`src/rtl/ex_stage_div_pkg.sv`:
```
// Shared encodings for the MIPS execute stage: ALUOp codes, opcodes and the
// divide sequencing states.
package ex_stage_div_pkg;

  localparam logic [1:0] ALUOP_NONE = 2'b00;
  localparam logic [1:0] ALUOP_ADD  = 2'b01;
  localparam logic [1:0] ALUOP_DIV  = 2'b10;
  localparam logic [1:0] ALUOP_CMP  = 2'b11;

  localparam logic [5:0] OP_RTYPE = 6'b000000;
  localparam logic [5:0] OP_ADDI  = 6'b001000;
  localparam logic [5:0] OP_BEQ   = 6'b000100;
  localparam logic [5:0] OP_BNE   = 6'b000101;

  typedef enum logic [1:0] {
    ST_IDLE   = 2'd0,
    ST_DIVIDE = 2'd1,
    ST_DONE   = 2'd2
  } ex_state_e;

  // Only beq/bne resolve; any other opcode under ALUOP_CMP falls through.
  function automatic logic branch_taken(input logic [5:0] opcode, input logic equal);
    return ((opcode == OP_BEQ) && equal) || ((opcode == OP_BNE) && !equal);
  endfunction

endpackage

```
`src/rtl/ex_stage_div_if.sv`:
```
// ID/EX inputs and EX/WB outputs of the execute stage, bundled as one port.
interface ex_stage_div_if #(
  parameter int WIDTH = 32
);
  logic             Valid_in;
  logic [5:0]       OpCode_in;
  logic [1:0]       ALUOp_in;
  logic             RegDst_in;
  logic             ALUSrc_in;
  logic [WIDTH-1:0] PC_Plus_4_in;
  logic [WIDTH-1:0] ReadData1_in;
  logic [WIDTH-1:0] ReadData2_in;
  logic [WIDTH-1:0] SignExtend_in;
  logic [4:0]       Rt_in;
  logic [4:0]       Rd_in;

  logic [WIDTH-1:0] Result_out;
  logic [WIDTH-1:0] Remainder_out;
  logic [4:0]       WriteReg_out;
  logic             RegWrite_out;
  logic             BranchTaken_out;
  logic [WIDTH-1:0] BranchTarget_out;
  logic             FlushRegisters;
  logic             Stall;

  modport master (
    output Valid_in, OpCode_in, ALUOp_in, RegDst_in, ALUSrc_in, PC_Plus_4_in,
           ReadData1_in, ReadData2_in, SignExtend_in, Rt_in, Rd_in,
    input  Result_out, Remainder_out, WriteReg_out, RegWrite_out, BranchTaken_out,
           BranchTarget_out, FlushRegisters, Stall
  );

  modport slave (
    input  Valid_in, OpCode_in, ALUOp_in, RegDst_in, ALUSrc_in, PC_Plus_4_in,
           ReadData1_in, ReadData2_in, SignExtend_in, Rt_in, Rd_in,
    output Result_out, Remainder_out, WriteReg_out, RegWrite_out, BranchTaken_out,
           BranchTarget_out, FlushRegisters, Stall
  );
endinterface

```
`src/rtl/ex_stage_div_div_iter_core.sv`:
```
// Restoring unsigned divider retiring RADIX_BITS quotient bits per clock.
// A zero divisor naturally yields an all-ones quotient and remainder = dividend.
module div_iter_core #(
  parameter int WIDTH      = 32,
  parameter int RADIX_BITS = 1
) (
  input  logic             Clk,
  input  logic             Reset,
  input  logic             start,
  input  logic [WIDTH-1:0] dividend,
  input  logic [WIDTH-1:0] divisor,
  output logic             done,
  output logic [WIDTH-1:0] quotient,
  output logic [WIDTH-1:0] remainder
);

  localparam int ITERS = WIDTH / RADIX_BITS;
  localparam int CW    = $clog2(ITERS + 1);

  logic [CW-1:0]    count_q;
  logic [WIDTH-1:0] quo_q, rem_q, div_q;
  logic [WIDTH-1:0] quo_nxt, rem_nxt;
  logic [WIDTH:0]   partial;

  // NOTE: every variable gets a default before the loop so no latch is inferred.
  always_comb begin
    quo_nxt = quo_q;
    rem_nxt = rem_q;
    partial = '0;
    // NOTE: blocking assignments here chain the RADIX_BITS steps within one cycle.
    for (int i = 0; i < RADIX_BITS; i++) begin
      partial = {rem_nxt, quo_nxt[WIDTH-1]};
      quo_nxt = {quo_nxt[WIDTH-2:0], 1'b0};
      if (partial >= {1'b0, div_q}) begin
        partial    = partial - {1'b0, div_q};
        quo_nxt[0] = 1'b1;
      end
      rem_nxt = partial[WIDTH-1:0];
    end
  end

  // The quotient register doubles as the dividend shift register.
  always_ff @(posedge Clk) begin
    if (Reset) begin
      count_q <= '0;
      quo_q   <= '0;
      rem_q   <= '0;
      div_q   <= '0;
    end else if (start) begin
      count_q <= CW'(ITERS);
      quo_q   <= dividend;
      rem_q   <= '0;
      div_q   <= divisor;
    end else if (count_q != '0) begin
      count_q <= count_q - CW'(1);
      quo_q   <= quo_nxt;
      rem_q   <= rem_nxt;
    end
  end

  // High during the final iteration; results are stable from the next cycle.
  assign done      = (count_q == CW'(1));
  assign quotient  = quo_q;
  assign remainder = rem_q;

endmodule

```
`src/rtl/ex_stage_div.sv`:
```
// MIPS execute stage: addi, beq/bne resolution and an iterative divide that
// stalls upstream. Define DIV_SIGNED_EN for two's-complement division.
module ex_stage_div
  import ex_stage_div_pkg::*;
#(
  parameter int WIDTH      = 32,
  parameter int RADIX_BITS = 1
) (
  input logic         Clk,
  input logic         Reset,
  ex_stage_div_if.slave bus
);

  ex_state_e        state_q;
  logic [WIDTH-1:0] op_a, op_b, br_target;
  logic [4:0]       dest_reg, div_wreg_q;
  logic             div_req, br_taken;

  logic [WIDTH-1:0] div_a, div_b, core_quo, core_rem, quo_fix, rem_fix;
  logic             core_done;

  assign op_a      = bus.ReadData1_in;
  assign op_b      = bus.ALUSrc_in ? bus.SignExtend_in : bus.ReadData2_in;
  assign dest_reg  = bus.RegDst_in ? bus.Rd_in : bus.Rt_in;
  assign br_taken  = branch_taken(bus.OpCode_in, op_a == op_b);
  assign br_target = bus.PC_Plus_4_in + {bus.SignExtend_in[WIDTH-3:0], 2'b00};
  assign div_req   = (state_q == ST_IDLE) && bus.Valid_in && (bus.ALUOp_in == ALUOP_DIV);

  // Upstream must hold from the request cycle until the writeback edge.
  assign bus.Stall = div_req || (state_q != ST_IDLE);

`ifdef DIV_SIGNED_EN
  logic q_neg_q, r_neg_q;

  assign div_a   = op_a[WIDTH-1] ? -op_a : op_a;
  assign div_b   = op_b[WIDTH-1] ? -op_b : op_b;
  // Magnitude arithmetic covers most-negative / -1 and divide-by-zero as well.
  assign quo_fix = q_neg_q ? -core_quo : core_quo;
  assign rem_fix = r_neg_q ? -core_rem : core_rem;
`else
  assign div_a   = op_a;
  assign div_b   = op_b;
  assign quo_fix = core_quo;
  assign rem_fix = core_rem;
`endif

  div_iter_core #(
    .WIDTH      (WIDTH),
    .RADIX_BITS (RADIX_BITS)
  ) u_div (
    .Clk       (Clk),
    .Reset     (Reset),
    .start     (div_req),
    .dividend  (div_a),
    .divisor   (div_b),
    .done      (core_done),
    .quotient  (core_quo),
    .remainder (core_rem)
  );

  always_ff @(posedge Clk) begin
    if (Reset) begin
      state_q              <= ST_IDLE;
      div_wreg_q           <= '0;
      bus.Result_out       <= '0;
      bus.Remainder_out    <= '0;
      bus.WriteReg_out     <= '0;
      bus.RegWrite_out     <= 1'b0;
      bus.BranchTaken_out  <= 1'b0;
      bus.BranchTarget_out <= '0;
      bus.FlushRegisters   <= 1'b0;
`ifdef DIV_SIGNED_EN
      q_neg_q              <= 1'b0;
      r_neg_q              <= 1'b0;
`endif
    end else begin
      case (state_q)
        ST_IDLE: begin
          bus.RegWrite_out    <= 1'b0;
          bus.BranchTaken_out <= 1'b0;
          bus.FlushRegisters  <= 1'b0;
          if (bus.Valid_in) begin
            case (bus.ALUOp_in)
              ALUOP_ADD: begin
                bus.Result_out   <= op_a + op_b;
                bus.WriteReg_out <= dest_reg;
                bus.RegWrite_out <= 1'b1;
              end
              ALUOP_CMP: begin
                if (br_taken) begin
                  bus.BranchTaken_out  <= 1'b1;
                  bus.FlushRegisters   <= 1'b1;
                  bus.BranchTarget_out <= br_target;
                end
              end
              ALUOP_DIV: begin
                div_wreg_q <= dest_reg;
                state_q    <= ST_DIVIDE;
`ifdef DIV_SIGNED_EN
                q_neg_q    <= op_a[WIDTH-1] ^ op_b[WIDTH-1];
                r_neg_q    <= op_a[WIDTH-1];
`endif
              end
              default: ;
            endcase
          end
        end
        ST_DIVIDE: begin
          if (core_done) state_q <= ST_DONE;
        end
        ST_DONE: begin
          bus.Result_out    <= quo_fix;
          bus.Remainder_out <= rem_fix;
          bus.WriteReg_out  <= div_wreg_q;
          bus.RegWrite_out  <= 1'b1;
          state_q           <= ST_IDLE;
        end
        default: state_q <= ST_IDLE;
      endcase
    end
  end

endmodule

```
`src/flat_wrapper.sv`:
```
// flat-port wrapper written by rule: the top's interface ports become plain ports
module ex_stage_div_flat import ex_stage_div_pkg::*;
#(
  parameter int WIDTH      = 32,
  parameter int RADIX_BITS = 1
)
  (Clk, Reset, bus_Valid_in, bus_OpCode_in, bus_ALUOp_in, bus_RegDst_in, bus_ALUSrc_in, bus_PC_Plus_4_in, bus_ReadData1_in, bus_ReadData2_in, bus_SignExtend_in, bus_Rt_in, bus_Rd_in, bus_Result_out, bus_Remainder_out, bus_WriteReg_out, bus_RegWrite_out, bus_BranchTaken_out, bus_BranchTarget_out, bus_FlushRegisters, bus_Stall);
  ex_stage_div_if #(.WIDTH(WIDTH)) bus_i ();
  input logic Clk;
  input logic Reset;
  input wire logic [$bits(bus_i.Valid_in)-1:0] bus_Valid_in;
  input wire logic [$bits(bus_i.OpCode_in)-1:0] bus_OpCode_in;
  input wire logic [$bits(bus_i.ALUOp_in)-1:0] bus_ALUOp_in;
  input wire logic [$bits(bus_i.RegDst_in)-1:0] bus_RegDst_in;
  input wire logic [$bits(bus_i.ALUSrc_in)-1:0] bus_ALUSrc_in;
  input wire logic [$bits(bus_i.PC_Plus_4_in)-1:0] bus_PC_Plus_4_in;
  input wire logic [$bits(bus_i.ReadData1_in)-1:0] bus_ReadData1_in;
  input wire logic [$bits(bus_i.ReadData2_in)-1:0] bus_ReadData2_in;
  input wire logic [$bits(bus_i.SignExtend_in)-1:0] bus_SignExtend_in;
  input wire logic [$bits(bus_i.Rt_in)-1:0] bus_Rt_in;
  input wire logic [$bits(bus_i.Rd_in)-1:0] bus_Rd_in;
  output wire logic [$bits(bus_i.Result_out)-1:0] bus_Result_out;
  output wire logic [$bits(bus_i.Remainder_out)-1:0] bus_Remainder_out;
  output wire logic [$bits(bus_i.WriteReg_out)-1:0] bus_WriteReg_out;
  output wire logic [$bits(bus_i.RegWrite_out)-1:0] bus_RegWrite_out;
  output wire logic [$bits(bus_i.BranchTaken_out)-1:0] bus_BranchTaken_out;
  output wire logic [$bits(bus_i.BranchTarget_out)-1:0] bus_BranchTarget_out;
  output wire logic [$bits(bus_i.FlushRegisters)-1:0] bus_FlushRegisters;
  output wire logic [$bits(bus_i.Stall)-1:0] bus_Stall;
  assign bus_i.Valid_in = bus_Valid_in;
  assign bus_i.OpCode_in = bus_OpCode_in;
  assign bus_i.ALUOp_in = bus_ALUOp_in;
  assign bus_i.RegDst_in = bus_RegDst_in;
  assign bus_i.ALUSrc_in = bus_ALUSrc_in;
  assign bus_i.PC_Plus_4_in = bus_PC_Plus_4_in;
  assign bus_i.ReadData1_in = bus_ReadData1_in;
  assign bus_i.ReadData2_in = bus_ReadData2_in;
  assign bus_i.SignExtend_in = bus_SignExtend_in;
  assign bus_i.Rt_in = bus_Rt_in;
  assign bus_i.Rd_in = bus_Rd_in;
  assign bus_Result_out = bus_i.Result_out;
  assign bus_Remainder_out = bus_i.Remainder_out;
  assign bus_WriteReg_out = bus_i.WriteReg_out;
  assign bus_RegWrite_out = bus_i.RegWrite_out;
  assign bus_BranchTaken_out = bus_i.BranchTaken_out;
  assign bus_BranchTarget_out = bus_i.BranchTarget_out;
  assign bus_FlushRegisters = bus_i.FlushRegisters;
  assign bus_Stall = bus_i.Stall;
  ex_stage_div #(.WIDTH(WIDTH), .RADIX_BITS(RADIX_BITS)) u_core (.Clk(Clk), .Reset(Reset), .bus(bus_i));
endmodule
```
`config.mk`:
```
export PLATFORM = sky130hd
export DESIGN_NAME = ex_stage_div_flat
export DESIGN_NICKNAME = d
export VERILOG_FILES = /design/src/rtl/ex_stage_div_pkg.sv /design/src/rtl/ex_stage_div_if.sv /design/src/rtl/ex_stage_div_div_iter_core.sv /design/src/rtl/ex_stage_div.sv /design/src/flat_wrapper.sv
export SDC_FILE = /design/constraint.sdc
export NUM_CORES = 1
export LEC_CHECK = 0
export BUFFER_PORTS_ARGS = -buffer_cell sky130_fd_sc_hd__buf_2
export CAP_MARGIN = 20
export CORE_MARGIN = 3
export CORE_UTILIZATION = 57
export DETAILED_ROUTE_END_ITERATION = 6
export HOLD_SLACK_MARGIN = 0.1
export PLACE_DENSITY = 0.87
export SYNTH_ARGS = -nofsm -noshare
export SYNTH_HDL_FRONTEND = slang
export SYNTH_SLANG_ARGS = --single-unit
```
`constraint.sdc`:
```
create_clock -name Clk -period 3.9 [get_ports Clk]
set_clock_uncertainty 0.1 [all_clocks]
set_input_delay 0.195 -clock Clk [delete_from_list [all_inputs] [get_ports Clk]]
set_output_delay 0.195 -clock Clk [all_outputs]
set_load 0.01 [all_outputs]
```
==> results of run 1 <==
[through the flow]
step,util,std cells
floorplan,-,1714
global placement,0.656,2211
detailed placement,0.656,2211
CTS,0.743,2371
global route,0.743,2374
finish,0.743,2375
[flip-flops by register name, summed over array words and instances, names as in the netlist]
signal,count
u_core.bus.WriteReg_out,5
u_core.bus.Remainder_out,32
u_core.div_wreg_q,5
u_core.state_q,2
u_core.bus.BranchTarget_out,32
u_core.bus.RegWrite_out,1
u_core.u_div.count_q,6
u_core.u_div.quotient,32
u_core.bus.FlushRegisters,1
u_core.bus.Result_out,32
u_core.u_div.div_q,32
u_core.u_div.remainder,32
[routing by layer]
| layer | up-vias | track usage | wire [um] |
|---|---|---|---|
| met4 | 2 | 0.167 | 2630 |
| met2 | 810 | 0.593 | 21700 |
| met1 | 6811 | 0.432 | 18800 |
| met5 | - | 0 | 13 |
| li1 | 6805 | - | - |
| met3 | 185 | 0.0462 | 3390 |
[worst max path at each step]
stage / slack [ps] / end / start / depth (start not counted)
final: 360 / u_core.bus.Result_out[30] / bus_ReadData2_in[0] / 14
after CTS: 440 / u_core.bus.Result_out[30] / bus_ReadData2_in[0] / 14
after global routing: 210 / u_core.bus.Result_out[30] / bus_ReadData2_in[0] / 14
after global placement: 280 / u_core.bus.Result_out[30] / bus_ALUSrc_in / 14
after floorplan: 350 / u_core.bus.Result_out[30] / bus_ALUSrc_in / 14
after detailed placement: 200 / u_core.bus.Result_out[30] / bus_ALUSrc_in / 14
[layout by cell type (no fill, tap or decap), types with 14 or more instances in the layout]
| cell type | count |
|---|---|
| o211ai_1 | 14 |
| a21oi_1 | 215 |
| a211oi_1 | 49 |
| nand3_1 | 27 |
| dlygate4sd3_1 | 116 |
| nand2_1 | 250 |
| mux2i_1 | 64 |
| clkbuf_16 | 25 |
| nand2b_1 | 16 |
| nor2_1 | 147 |
| a21o_1 | 37 |
| buf_4 | 26 |
| xor2_1 | 32 |
| o21bai_1 | 17 |
| dfxtp_1 | 212 |
| mux2_2 | 31 |
| o21ai_0 | 93 |
| nor4_1 | 14 |
| buf_2 | 254 |
| a31oi_1 | 18 |
| ha_1 | 94 |
| xnor2_1 | 50 |
| inv_1 | 56 |
| nor3_1 | 17 |
[timing repair]
action | CTS | global route
buffers inserted | 0 | 0
hold endpoints to repair | 87 | 0
hold buffers | 116 | 0
[area by class of cell]
| type | count | area, um2 | area share |
|---|---|---|---|
| diodes | 4 | 10.0 | 0.000586 |
| clock buffers | 33 | 676 | 0.0396 |
| clock inverters | 11 | 151 | 0.00886 |
| inverters | 57 | 214 | 0.0125 |
| multi-input cells | 1347 | 8730 | 0.511 |
| flip-flops and latches | 212 | 4240 | 0.248 |
| well taps | 313 | 392 | 0.0229 |
| repair buffers | 398 | 2670 | 0.156 |
[critical path: cells and delay by family]
family	cells	cell delay (ps)
compound gates	7	1710
buf+inv	2	710
fa+ha+maj	2	620
simple gates	2	310
mux	1	270
[power by group]
part / internal, mW / switching [mW] / total [mW]
Sequential: 2.41 / 0.223 / 2.63
Clock: 1.42 / 0.955 / 2.37
Combinational: 1.86 / 2.65 / 4.51
[cell usage after synthesis (17+ instances only)]
master,instances,area (um2)
a21o_1,38,285
xnor2_1,50,438
o21ai_0,93,465
ha_1,94,1180
mux2_2,31,349
nand2_1,251,942
inv_1,56,210
a21oi_1,215,1080
clkbuf_1,76,285
a31oi_1,18,113
o21bai_1,18,135
dfxtp_1,212,4240
mux2i_1,64,641
nand2b_1,17,106
nor3_1,17,85.1
nand3_1,27,135
xor2_1,32,280
nor2_1,150,563
a211oi_1,49,368
[cell families (layout without fill, tap and decap cells)]
kind of cell	count (synthesis)	after routing	synth area share
compound gates	535	535	0.249
xor+xnor	82	82	0.0530
fa+ha+maj	97	97	0.0912
buf+inv	155	499	0.0450
flops	212	212	0.313
mux	95	95	0.0730
other cells	0	4	0
simple gates	538	538	0.175
==> results by group, run 1 <==
Route
  – Antenna Nets Post-Route: 0
  – DRC: 0
  – Routed wire length: about 47 mm
  – DRT Pass-1 Iters: 6
  – Initial drt markers: between 1,000 and 1,500
  – DR WL/cell: about 20 um
  – Via count: around 15,000
  – Vias per inst: about 6.2

Timing
  – Post-route setup slack: 363 ps
  – Final Setup Violations: 0
  – Max Fclk: ~280 MHz
  – Min Tclk post-route: between 3000 and 4000 ps
  – RSZ-0062 raised after global routing: no
  – Tightest Pin Transition: ~1100 ps
  – Period utilization: 0.907
  – WHS: around 120 ps
  – Final setup TNS: 0 ps
  – Slew margin rel.: 0.250
  – Final Max Tran Viols: 0
  – Final hold vios: 0

Placement
  – GPL Wtd Cong: about 0.97
  – Post-DP Area: 15,100 um2
  – IO Port Bufs: between 200 and 300
  – Hpwl dp: around 32 mm
  – Pre-CTS worst setup slack: around 200 ps

Final layout
  – Share of layout cells above drive strength 1: 0.185
  – Fill count: roughly 1,800
  – Area Growth Syn to Fin: 26.0%
  – Post-layout net count: ~2,300
  – Fin area: 17,100 um2

Critical path
  – R2R Path End: u_core.u_div.remainder[4]
  – Setup CP Type: in2reg
  – Setup slack, reg-to-reg: approximately 430 ps
  – Cell count of the worst reg-to-reg path: 12
  – Worst path cell trace: dlygate4sd3_1, buf_2, mux2_2, ha_1, fa_1, a21oi_1, nor2_1, o211ai_1, a31oi_2, a31oi_1, o211a_1, o31ai_1, or2_0, a31o_1
  – CP startpoint kind: primary input
  – Crit Path Max Fanout: 4
  – Crit Reg-Reg Startpoint: u_core.u_div.div_q[24]
  – Crit-path slowest cell: dlygate4sd3_1
  – Worst EP arrival: approximately 3800 ps
  – CP max stage delay: roughly 580 ps
  – CP required: 4210 ps
  – Critical Path Sink Type: register

Floorplanning
  – Die area: ~26,000 um2
  – # rows: 55
  – Initial Util: 0.590
  – Core ar.: around 23,000 um2
  – Die H: about 160 um
  – Die width: 160 um
  – I/O pin total: approximately 260

Pwr
  – Leakage: around 7.4 nW
  – Pwr Density: 557 nW/um2
  – Peak supply drop: 0.623 mV
  – Total power: approximately 9.5 mW

Logic synthesis
  – Netlist area before placement: around 14,000 um2
  – Yosys reg bits: between 200 and 250
  – Synth unique cells: 80
  – Async SR Flop Fraction: 0
  – Synth Net Count: 1,962
  – YS warnings: 0
  – Post-synth EDFFs: 0
  – Syn Area/Cell: 7.91 um2
  – Top_reg_cell synth: dfxtp_1
  – Register area share after synthesis: 0.313
  – Post-Syn Instances: roughly 1,700

Status
  – Status: finished clean

Clock network
  – CTS sink cnt: roughly 210
  – Reg clk slew, reported paths: 60 ps
  – Post-CTS resize count: 0
  – H-tree depth: 1
  – Max Buffers Root-to-Sink: 3
  – CTS Buf Count: 24
  – Clock root cell: clkbuf_16
  – CTS tree: done
  – Worst-skew pair later-pin latency: 530 ps

GRT
  – Vias in the first global route: between 10,000 and 15,000
  – Total GRT Usage: 0.347
  – First-pass GRT wire length: 73.6 mm
  – Grt ovf: 0
  – Largest net degree at the start of global routing: between 90 and 100
  – Initial antenna violation count: 4

Run
  – Number of max-cap violations: 0

Hold path
  – WHS Path Cells: 4
  – Hold Path Origin: bus_SignExtend_in[23]
  – Hold Crit Endpoint: u_core.u_div.div_q[23]
  – Hold WC Path Type: in2reg
Power figures use the tool's default switching activity.
==> run 2: changes to the inputs <==
--- a/config.mk
+++ b/config.mk
@@ -5,13 +5,14 @@
 export SDC_FILE = /design/constraint.sdc
 export NUM_CORES = 1
 export LEC_CHECK = 0
-export BUFFER_PORTS_ARGS = -buffer_cell sky130_fd_sc_hd__buf_2
 export CAP_MARGIN = 20
 export CORE_MARGIN = 3
-export CORE_UTILIZATION = 57
+export CORE_UTILIZATION = 60
 export DETAILED_ROUTE_END_ITERATION = 6
+export DONT_BUFFER_PORTS = 1
 export HOLD_SLACK_MARGIN = 0.1
-export PLACE_DENSITY = 0.87
+export PLACE_DENSITY = 0.81
 export SYNTH_ARGS = -nofsm -noshare
 export SYNTH_HDL_FRONTEND = slang
+export SYNTH_HIERARCHICAL = 1
 export SYNTH_SLANG_ARGS = --single-unit
==> run 2 against run 1 <==
- sequential share of layout area up 0.90 points
- non-clock buffer count shrank 213
- highest routed layer is now met4
- combinational power up 6.9%
- synthesized cell count increased by 4.8%
- global-route usage is 2.3 points higher
- count of clock-buffer cells in the layout decreased by 6
==> results by group, run 2 <==
Status
  – Status: finished clean

GRT
  – Initial antenna violation count: 2
  – First-pass GRT wire length: about 74 mm
  – Total GRT Usage: 0.370
  – Vias in the first global route: about 14,000
  – Largest net degree at the start of global routing: ~170
  – Grt ovf: 0

Critical path
  – CP startpoint kind: primary input
  – Worst path cell trace: dlygate4sd3_1, mux2_2, ha_1, nor4_1, nand4_1, nor2_1, nand2_1, xor2_1, nor4_4, dlygate4sd3_1, inv_1, nor4_1, a311o_1
  – Crit Path Max Fanout: 8
  – CP required: between 4000 and 5000 ps
  – Crit-path slowest cell: dlygate4sd3_1
  – CP max stage delay: about 620 ps
  – Setup CP Type: in2reg
  – Worst EP arrival: 3830 ps
  – Critical Path Sink Type: register

Timing
  – Tightest Pin Transition: 1110 ps
  – Max Fclk: ~280 MHz
  – Period utilization: 0.904
  – Slew margin rel.: 0.256
  – Min Tclk post-route: ~3500 ps
  – Final hold vios: 0
  – Final Max Tran Viols: 0
  – RSZ-0062 raised after global routing: no
  – Final setup TNS: 0 ps
  – Final Setup Violations: 0

Pwr
  – Seq pwr share: 0.268
  – Sw Pwr: roughly 4.1 mW
  – Internal power: 5.83 mW
  – Switching Share: 0.416
  – Leakage: approximately 6.4 nW
  – Clock power share: 0.249
  – Logic pwr share: 0.483
  – Pwr Density: 605 nW/um2
  – Peak supply drop: slightly above 0.4 mV
  – Total power: approximately 10 mW

Logic synthesis
  – Most common cell in the synthesized netlist: nand2_1
  – Post-Syn Instances: around 1,800
  – YS warnings: 6
  – Netlist area before placement: 13,900 um2
  – Top_reg_cell synth: dfxtp_1
  – Area contributors post-synth: dfxtp_1 (31%), ha_1 (8.5%), nand2_1 (7.6%), a21oi_1 (7.3%), nor2_1 (4.9%)
  – Synth top cells by count: nand2_1 (281), dfxtp_1 (212), a21oi_1 (202)
  – Post-synth EDFFs: 0
  – Yosys reg bits: ~210
  – Synth unique cells: 71
  – Yosys top cell area share: 0.306
  – Async SR Flop Fraction: 0
  – Syn Area/Cell: 7.71 um2
  – Synth Net Count: 2,045
  – Yosys top cell by area: dfxtp_1
  – Register area share after synthesis: 0.306

Floorplanning
  – I/O pin total: 256
  – Initial Util: 0.623
  – Die width: approximately 160 um
  – Die area: 24,900 um2
  – # rows: 54
  – Core ar.: 22,200 um2
  – Die H: 158 um

Clock network
  – Reg clk slew, reported paths: ~60 ps
  – Max Buffers Root-to-Sink: 3
  – CTS sink cnt: ~210
  – Worst-skew pair later-pin latency: 530 ps
  – Clock root cell: clkbuf_16
  – H-tree depth: 1
  – CTS Buf Count: 24
  – CTS tree: done

Final layout
  – Most common cell after layout, fill and taps aside: nand2_1
  – Area Growth Syn to Fin: 19.0%
  – Commonest cells after routing, fill and taps aside: nand2_1 (280), dfxtp_1 (212), a21oi_1 (202)
  – Storage cell area: around 4200 um2
  – Share of layout cells above drive strength 1: 0.0706
  – Fill count: 1,603
  – Post-layout net count: between 2,000 and 2,500
  – Area of the multi-input gates: roughly 9000 um2

Route
  – Routed wire length: 48.2 mm
  – Via count: 14,300
  – DRT Pass-1 Iters: 6
  – Vias per inst: ~6.5
  – DR WL/cell: 22.0 um
  – Initial drt markers: 1,667
  – Antenna Nets Post-Route: 0
  – DRC: 0

Placement
  – IO Port Bufs: 0
  – GPL Wtd Cong: roughly 0.97
  – Hpwl dp: about 32 mm

Hold path
  – Hold WC Path Type: in2reg

Run
  – Number of max-cap violations: 0
[run 2: cell types whose count changed in the layout (fill, tap and decap cells not counted), sizes merged, moves of 8 or more]
cell / before / now
nor2: 150 / 183
a311oi: 7 / 17
a21oi: 216 / 208
o21ai: 96 / 84
nand3: 27 / 41
a211oi: 50 / 30
nand2: 251 / 281
dlygate4sd3: 116 / 157
a31oi: 20 / 37
buf: 282 / 28
a21o: 38 / 60
o221ai: 11 / 1
[run 2: path summary, 6_finish.rpt]
| kind | start | to | slack (ps) | cells after the start |
|---|---|---|---|---|
| worst min-delay path | bus_SignExtend_in[15] | u_core/bus.BranchTarget_out[17] | 110 | 3 |
| worst max-delay path | bus_ReadData2_in[17] | u_core/bus.BranchTarget_out[17] | 380 | 13 |
| worst max register to register | u_core/u_div/quotient[31] | u_core/u_div/remainder[24] | 420 | 12 |
| worst min register to register | u_core/u_div/div_q[7] | u_core/u_div/div_q[7] | 390 | 2 |
[run 2: final cells by class]
class / count / share of cell area
Antenna cell: 2 / 0.000304
Clock buffer: 27 / 0.0390
Clock inverter: 16 / 0.0136
Tap cell: 280 / 0.0213
Sequential cell: 212 / 0.257
Inverter: 57 / 0.0130
Multi-Input combinational cell: 1415 / 0.545
Timing Repair Buffer: 185 / 0.111
[run 2: metrics by stage]
step | util | hold WS, ps | cells | setup WS [ps] | area (um2)
after global routing | 0.741 | 130 | 2194 | 154 | 16500
after detailed placement | 0.629 | 177 | 1990 | 322 | 14000
after floorplan | - | 239 | 1797 | 264 | 13900
after global placement | 0.629 | 177 | 1990 | 395 | 14000
after CTS | 0.740 | 101 | 2191 | 129 | 16500
final | 0.741 | 115 | 2194 | 376 | 16500
[run 2: timing repair]
action | in CTS | in global routing
hold endpoints to repair | 190 | 0
buffers inserted | 0 | 1
hold buffers | 158 | 0
gates resized for setup | 0 | 2
endpoints found under the setup margin | 0 | 1
[run 2: layer usage]
| layer | part of all wire | routed length, um | global-route usage | vias to the layer above |
|---|---|---|---|---|
| li1 | - | - | - | 6577 |
| met4 | 0.059 | 2840 | 0.196 | 0 |
| met5 | 0 | 0 | 0 | - |
| met2 | 0.45 | 21600 | 0.597 | 892 |
| met3 | 0.11 | 5200 | 0.0946 | 233 |
| met1 | 0.38 | 18500 | 0.456 | 6637 |
[run 2: critical path, delay by kind of cell]
kind            cells  cell delay, ps
buf+inv             3            1290
simple gates        6            1000
fa+ha+maj           1             410
compound gates      1             340
mux                 1             330
xor+xnor            1             270
[run 2: cell families after synthesis]
| logic type | share of synthesized area |
|---|---|
| AO/OA/AOI/OAI | 0.237 |
| adder cells (fa/ha/maj) | 0.0892 |
| flip-flops | 0.306 |
| buffers and inverters | 0.0499 |
| multiplexers | 0.0707 |
| XOR/XNOR | 0.0531 |
| AND/OR/NAND/NOR | 0.193 |
[run 2: power groups by stage]
stage / Clock (mW) / Combinational (mW) / Sequential, mW
floorplan: 0 / 3.43 / 2.61
global placement: 0 / 4.34 / 2.71
detailed placement: 0 / 4.40 / 2.71
CTS: 2.51 / 4.64 / 2.66
global route: 2.59 / 5.24 / 2.70
finish: 2.49 / 4.82 / 2.67
